===== config.mk =====
export PLATFORM = sky130hd
export DESIGN_NAME = jt49_bus_seq
export DESIGN_NICKNAME = d
export VERILOG_FILES = /design/src/rtl/jt49_bus_seq.sv
export SDC_FILE = /design/constraint.sdc
export NUM_CORES = 1
export LEC_CHECK = 0
export ABC_AREA = 1
export CAP_MARGIN = 0
export CORE_MARGIN = 5
export CORE_UTILIZATION = 47
export DETAILED_ROUTE_END_ITERATION = 6
export PLACE_DENSITY_LB_ADDON = 0.05
export SLEW_MARGIN = 20
export SYNTH_ARGS = -nofsm -noshare
export SYNTH_HDL_FRONTEND = slang
export SYNTH_SLANG_ARGS = --single-unit

===== constraint.sdc =====
create_clock -name clk -period 2.6 [get_ports clk]
set_input_delay 0.26 -clock clk [delete_from_list [all_inputs] [get_ports clk]]
set_output_delay 0.26 -clock clk [all_outputs]
set_load 0.005 [all_outputs]

===== src/rtl/jt49_bus_seq.sv =====
// jt49_bus_seq: command FIFO plus bus sequencer that turns queued
// write / read / wait / nop commands into JT49 PSG bus cycles.
// Writes get a setup clock, a WR_LEN strobe and a GAP idle, so that
// back-to-back writes to the same register (e.g. envelope reg 13) are
// always seen as separate strobes by the PSG.
module jt49_bus_seq #(
  parameter int FIFO_DEPTH = 4,
  parameter int WR_LEN     = 2,
  parameter int GAP        = 1
) (
  input  logic       clk,
  input  logic       rst,
  input  logic       cmd_valid,
  output logic       cmd_ready,
  input  logic [1:0] cmd_op,
  input  logic [3:0] cmd_addr,
  input  logic [7:0] cmd_data,
  input  logic       sample,
  output logic [3:0] psg_addr,
  output logic [7:0] psg_din,
  output logic       psg_cs_n,
  output logic       psg_wr_n,
  input  logic [7:0] psg_dout,
  output logic       rd_valid,
  output logic [3:0] rd_addr,
  output logic [7:0] rd_data,
  output logic       busy
);

  localparam int PW = $clog2(FIFO_DEPTH);

  localparam logic [1:0] OP_WR   = 2'b00;
  localparam logic [1:0] OP_RD   = 2'b01;
  localparam logic [1:0] OP_WAIT = 2'b10;

  localparam logic [3:0]  WR_M1   = 4'(WR_LEN - 1);
  localparam logic [3:0]  GAP_M1  = 4'(GAP - 1);
  localparam logic [3:0]  T_ONE   = 4'd1;
  localparam logic [7:0]  W_ONE   = 8'd1;
  localparam logic [PW-1:0] P_ONE = PW'(1);
  localparam logic [PW:0]   C_ONE = (PW+1)'(1);
  localparam logic [PW:0]   C_FULL = (PW+1)'(FIFO_DEPTH);

  typedef enum logic [2:0] {
    IDLE, SETUP, STROBE, HOLD, RADDR, RCAP, WAIT
  } state_t;

  state_t state;

  // command FIFO: {op, addr, data}
  logic [13:0]   mem [FIFO_DEPTH];
  logic [PW-1:0] wr_ptr, rd_ptr;
  logic [PW:0]   count;
  logic          full, empty, push, pop;
  logic [13:0]   head;
  logic [1:0]    h_op;
  logic [3:0]    h_addr;
  logic [7:0]    h_data;

  // sequencer working registers
  logic [3:0] tcnt;   // strobe / gap length counter
  logic [7:0] wcnt;   // remaining sample ticks for a wait
  logic [3:0] l_addr; // address of the read in flight

  assign full  = (count == C_FULL);
  assign empty = (count == '0);
  // no pass-through when full: a pop in the same cycle does not free a slot
  assign cmd_ready = ~full;
  assign push  = cmd_valid & ~full;
  // only IDLE consumes entries; count is pre-edge, so a fresh push waits a cycle
  assign pop   = (state == IDLE) & ~empty;

  assign head   = mem[rd_ptr];
  assign h_op   = head[13:12];
  assign h_addr = head[11:8];
  assign h_data = head[7:0];

  assign busy = ~empty | (state != IDLE);

  // FIFO storage: data only, validity is carried by count
  always_ff @(posedge clk) begin
    if (!rst && push) mem[wr_ptr] <= {cmd_op, cmd_addr, cmd_data};
  end

  // FIFO pointers and occupancy; simultaneous push+pop leaves count unchanged
  always_ff @(posedge clk) begin
    if (rst) begin
      wr_ptr <= '0;
      rd_ptr <= '0;
      count  <= '0;
    end else begin
      if (push) wr_ptr <= wr_ptr + P_ONE;
      if (pop)  rd_ptr <= rd_ptr + P_ONE;
      case ({push, pop})
        2'b10:   count <= count + C_ONE;
        2'b01:   count <= count - C_ONE;
        default: count <= count;
      endcase
    end
  end

  // bus sequencer FSM with registered bus outputs
  always_ff @(posedge clk) begin
    if (rst) begin
      state    <= IDLE;
      psg_addr <= '0;
      psg_din  <= '0;
      psg_cs_n <= 1'b1;
      psg_wr_n <= 1'b1;
      rd_valid <= 1'b0;
      rd_addr  <= '0;
      rd_data  <= '0;
      tcnt     <= '0;
      wcnt     <= '0;
      l_addr   <= '0;
    end else begin
      rd_valid <= 1'b0;
      case (state)
        IDLE: begin
          if (!empty) begin
            case (h_op)
              OP_WR: begin
                psg_addr <= h_addr;
                psg_din  <= h_data;
                psg_cs_n <= 1'b0;
                psg_wr_n <= 1'b1;
                state    <= SETUP;
              end
              OP_RD: begin
                psg_addr <= h_addr;
                l_addr   <= h_addr;
                psg_cs_n <= 1'b1;
                psg_wr_n <= 1'b1;
                state    <= RADDR;
              end
              OP_WAIT: begin
                wcnt  <= h_data;
                state <= WAIT;
              end
              default: state <= IDLE; // nop: entry dropped
            endcase
          end
        end
        SETUP: begin
          psg_wr_n <= 1'b0;
          tcnt     <= WR_M1;
          state    <= STROBE;
        end
        STROBE: begin
          if (tcnt == '0) begin
            psg_cs_n <= 1'b1;
            psg_wr_n <= 1'b1;
            tcnt     <= GAP_M1;
            state    <= HOLD;
          end else begin
            tcnt <= tcnt - T_ONE;
          end
        end
        HOLD: begin
          if (tcnt == '0) state <= IDLE;
          else            tcnt  <= tcnt - T_ONE;
        end
        RADDR: state <= RCAP;
        RCAP: begin
          // psg_dout has had a full clock to follow psg_addr
          rd_data  <= psg_dout;
          rd_addr  <= l_addr;
          rd_valid <= 1'b1;
          tcnt     <= GAP_M1;
          state    <= HOLD;
        end
        WAIT: begin
          // exit one clock after reaching zero; never decrement past zero
          if (wcnt == '0)  state <= IDLE;
          else if (sample) wcnt  <= wcnt - W_ONE;
        end
        default: state <= IDLE;
      endcase
    end
  end

endmodule

==> metrics.txt <==
Reg2Reg Depth 11; Worst-path clk slew approximately 0.11 ns; routed length per instance 14.3 um; clk_lat worst skew ~0.37 ns; number of CTS-inserted buffers 9; hold endpoint rd_data[5]; WS Path Type reg -> reg; Crit Path Max Fanout 7; post-synthesis register bit count approximately 110; synth-to-layout area growth 19.7%; critical path's slowest cell dfxtp_1; RSZ-0062 raised after global routing no; Post-CTS Setup Repair Bufs 0; number of setup violations in the final report 0; Max clock buf depth 2; hold path depth 3; Max stage delay on crit path between 0.3 and 0.4 ns; final hold slack approximately 0.47 ns; CTS tree built; dpl cell area between 5000 and 6000 um^2; FF-to-FF setup slack 0.50 ns; GRT Util Overall 17.0%; fmax ~480 MHz; Synth area leaders edfxtp_1 (35%), dfxtp_1 (23%), nand2_1 (7.8%), nand3_1 (5.3%), a21oi_1 (4.8%); number of flops mapped to enable cells by yosys 56; Final ANT Viol Nets 0; first-pass GRT wire length around 17 mm; syn nets ~560; cts hold-fix bufs 0; Layout Nets approximately 620; worst slew pin tran 0.481 ns; Seq/Total Area, Yosys 58.3%; status complete, no violations; Syn. warnings 0; worst path required time about 2.9 ns; top-count cell post-synth nand2_1; largest net degree at the start of global routing 29; via count between 3,000 and 4,000; Port Buffer Count 54; Final Hold Viols 0; vias in the first global route approximately 3,500; Max-slew headroom about two thirds; CP dominant cell by count inv_1; Clock Skews approximately 0.015 ns; final std cells w/o fill 715; hold path start psg_dout[5]; Synth Instances ~520; Design Area, Final between 5000 and 6000 um^2; fin crit period approximately 2.1 ns; DRC violation count after routing 0; Cell Count Post-Placement between 600 and 700; critical path startpoint category register; share of cells above drive strength 1 roughly 8.8%; DR WL met2 roughly 4.9 mm; class of the worst hold path in -> reg; M1 wire length approximately 4.8 mm; Initial Utilization about half; CTS root buffer clkbuf_8; die height around 110 um; met3 WL between 400 and 500 um; io pins between 50 and 60; maxcap violations 0; die width ~110 um; leakage power approximately 2.3 nW; total power 5.42 mW; top sig layer met4; H-tree depth 3; CP Capture Type register; Core Area approximately 9900 um^2; Resized cells post-CTS 0; # fillers just over 900; peak supply drop ~0.00050 V; DR vias/cell slightly above 5; 1st-iter DRT viols 139; grt total ovfl 0; Synth top area share roughly a third; routability cong. around 0.78; synthesized area around 4800 um^2; dpl hpwl roughly 7.3 mm; # rows 36; crit share post-route between 80% and 90%; top cells by count, synth nand2_1 (99), nor2_1 (57), edfxtp_1 (56); clk sinks between 100 and 150; reg2reg end count[2]; Crit path arrival time about 2.4 ns; number of diodes 0; Cell Pwr Density ~950 nW/um^2; Avg Cell Area, Syn between 9 and 10 um^2; Yosys cell types 33; Routed WL around 10 mm; ys async rst share 0%; reg2reg start count[0]; Pre-antenna DRT Iters 4; die area 12,300 um^2; cell taking the most area after synthesis edfxtp_1; setup TNS 0 ns; CP cell instances inv_1 -> nand3_1 -> inv_1 -> nor2_8 -> ha_1 -> inv_1 -> fa_1 -> a21oi_1 -> o21ai_0 -> o21ai_0 -> a21oi_1; count of pins over their slew limit 0; initial antenna violation count 0; Synth Flop Type edfxtp_1
worst max-delay path by stage:
| stage | startpoint | endpoint | slack [ns] | cells past startpoint |
|---|---|---|---|---|
| 2_1_floorplan | state[0] | count[2] | 0.68 | 11 |
| 3_3_place_gp | count[0] | count[2] | 0.54 | 11 |
| 3_5_place_dp | count[0] | count[2] | 0.48 | 11 |
| 4_1_cts | count[0] | count[2] | 0.46 | 11 |
| 5_1_grt | count[0] | count[2] | 0.22 | 11 |
| 6_report | count[0] | count[2] | 0.50 | 11 |
sequential cells by signal, summed over array words and instances (netlist names), named ones only:
name and cells:
psg_cs_n 1, mem 56, wr_ptr 2, state 3, tcnt 4, rd_ptr 2
wcnt 8, psg_wr_n 1, count 3, rd_valid 1, rd_data 8, psg_din 8
rd_addr 4, l_addr 4, psg_addr 4
cell type report:
cell class / instances / area [um^2] / area share [%]
clock buffers: 9 / 124 / 2.17
clock inverters: 7 / 95.1 / 1.66
inverters: 47 / 179 / 3.13
multi-input cells: 341 / 1740 / 30.3
flip-flops and latches: 111 / 2780 / 48.6
well taps: 133 / 166 / 2.91
repair buffers: 67 / 638 / 11.2
through the flow:
step,util (%),worst slack (ns)
after detailed placement,55.8,0.480
after global placement,55.8,0.539
after CTS,58.0,0.459
after global routing,58.0,0.224
final,58.0,0.497
after floorplan,-,0.681
power by group:
part | internal (mW) | total (mW) | leakage (nW) | switching [mW]
combinational | 0.786 | 2.07 | 1.18 | 1.28
sequential | 2.09 | 2.25 | 0.957 | 0.164
clock | 0.474 | 1.10 | 0.111 | 0.625
logic make-up after synthesis:
kind of cell | Yosys count | share of synthesized area, %
and+or+nand+nor | 225 | 21.1
AOI/OAI and AO/OA | 100 | 11.0
DFF | 111 | 58.3
buffers and inverters | 65 | 5.42
adders and majority gates | 14 | 3.82
xor gates and xnor gates | 2 | 0.367
worst max-delay path, delay by kind of cell, from the launching register on:
kind | cells | cell delay, ns
AND/OR/NAND/NOR | 2 | 0.33
buffers and inverters | 3 | 0.27
adder cells (fa/ha/maj) | 2 | 0.54
AO/OA/AOI/OAI | 4 | 0.50
flip-flops | 1 | 0.37
layout by cell type, fill, tap and decap left out, drive strengths merged:
| cell | instances |
|---|---|
| a22oi | 1 |
| nor3 | 3 |
| clkinv | 4 |
| o22ai | 4 |
| edfxtp | 56 |
| dfxtp | 55 |
| xor2 | 2 |
| o21ai | 43 |
| clkdlybuf4s50 | 54 |
| ha | 13 |
| nor2 | 61 |
| buf | 13 |
| nand3 | 52 |
| inv | 49 |
| bufinv | 1 |
| o21a | 1 |
| o211ai | 2 |
| a21oi | 47 |
| a32oi | 2 |
| clkbuf | 9 |
| nand2 | 107 |
| fa | 1 |
| nand4 | 2 |
layer usage:
layer  vias to the layer above  track usage [%]
met4                         0             3.86
met1                      1671             22.7
li1                       1857                -
met2                        66             28.2
met5                         -                0
met3                         8             3.88
Power figures use the tool's default switching activity.
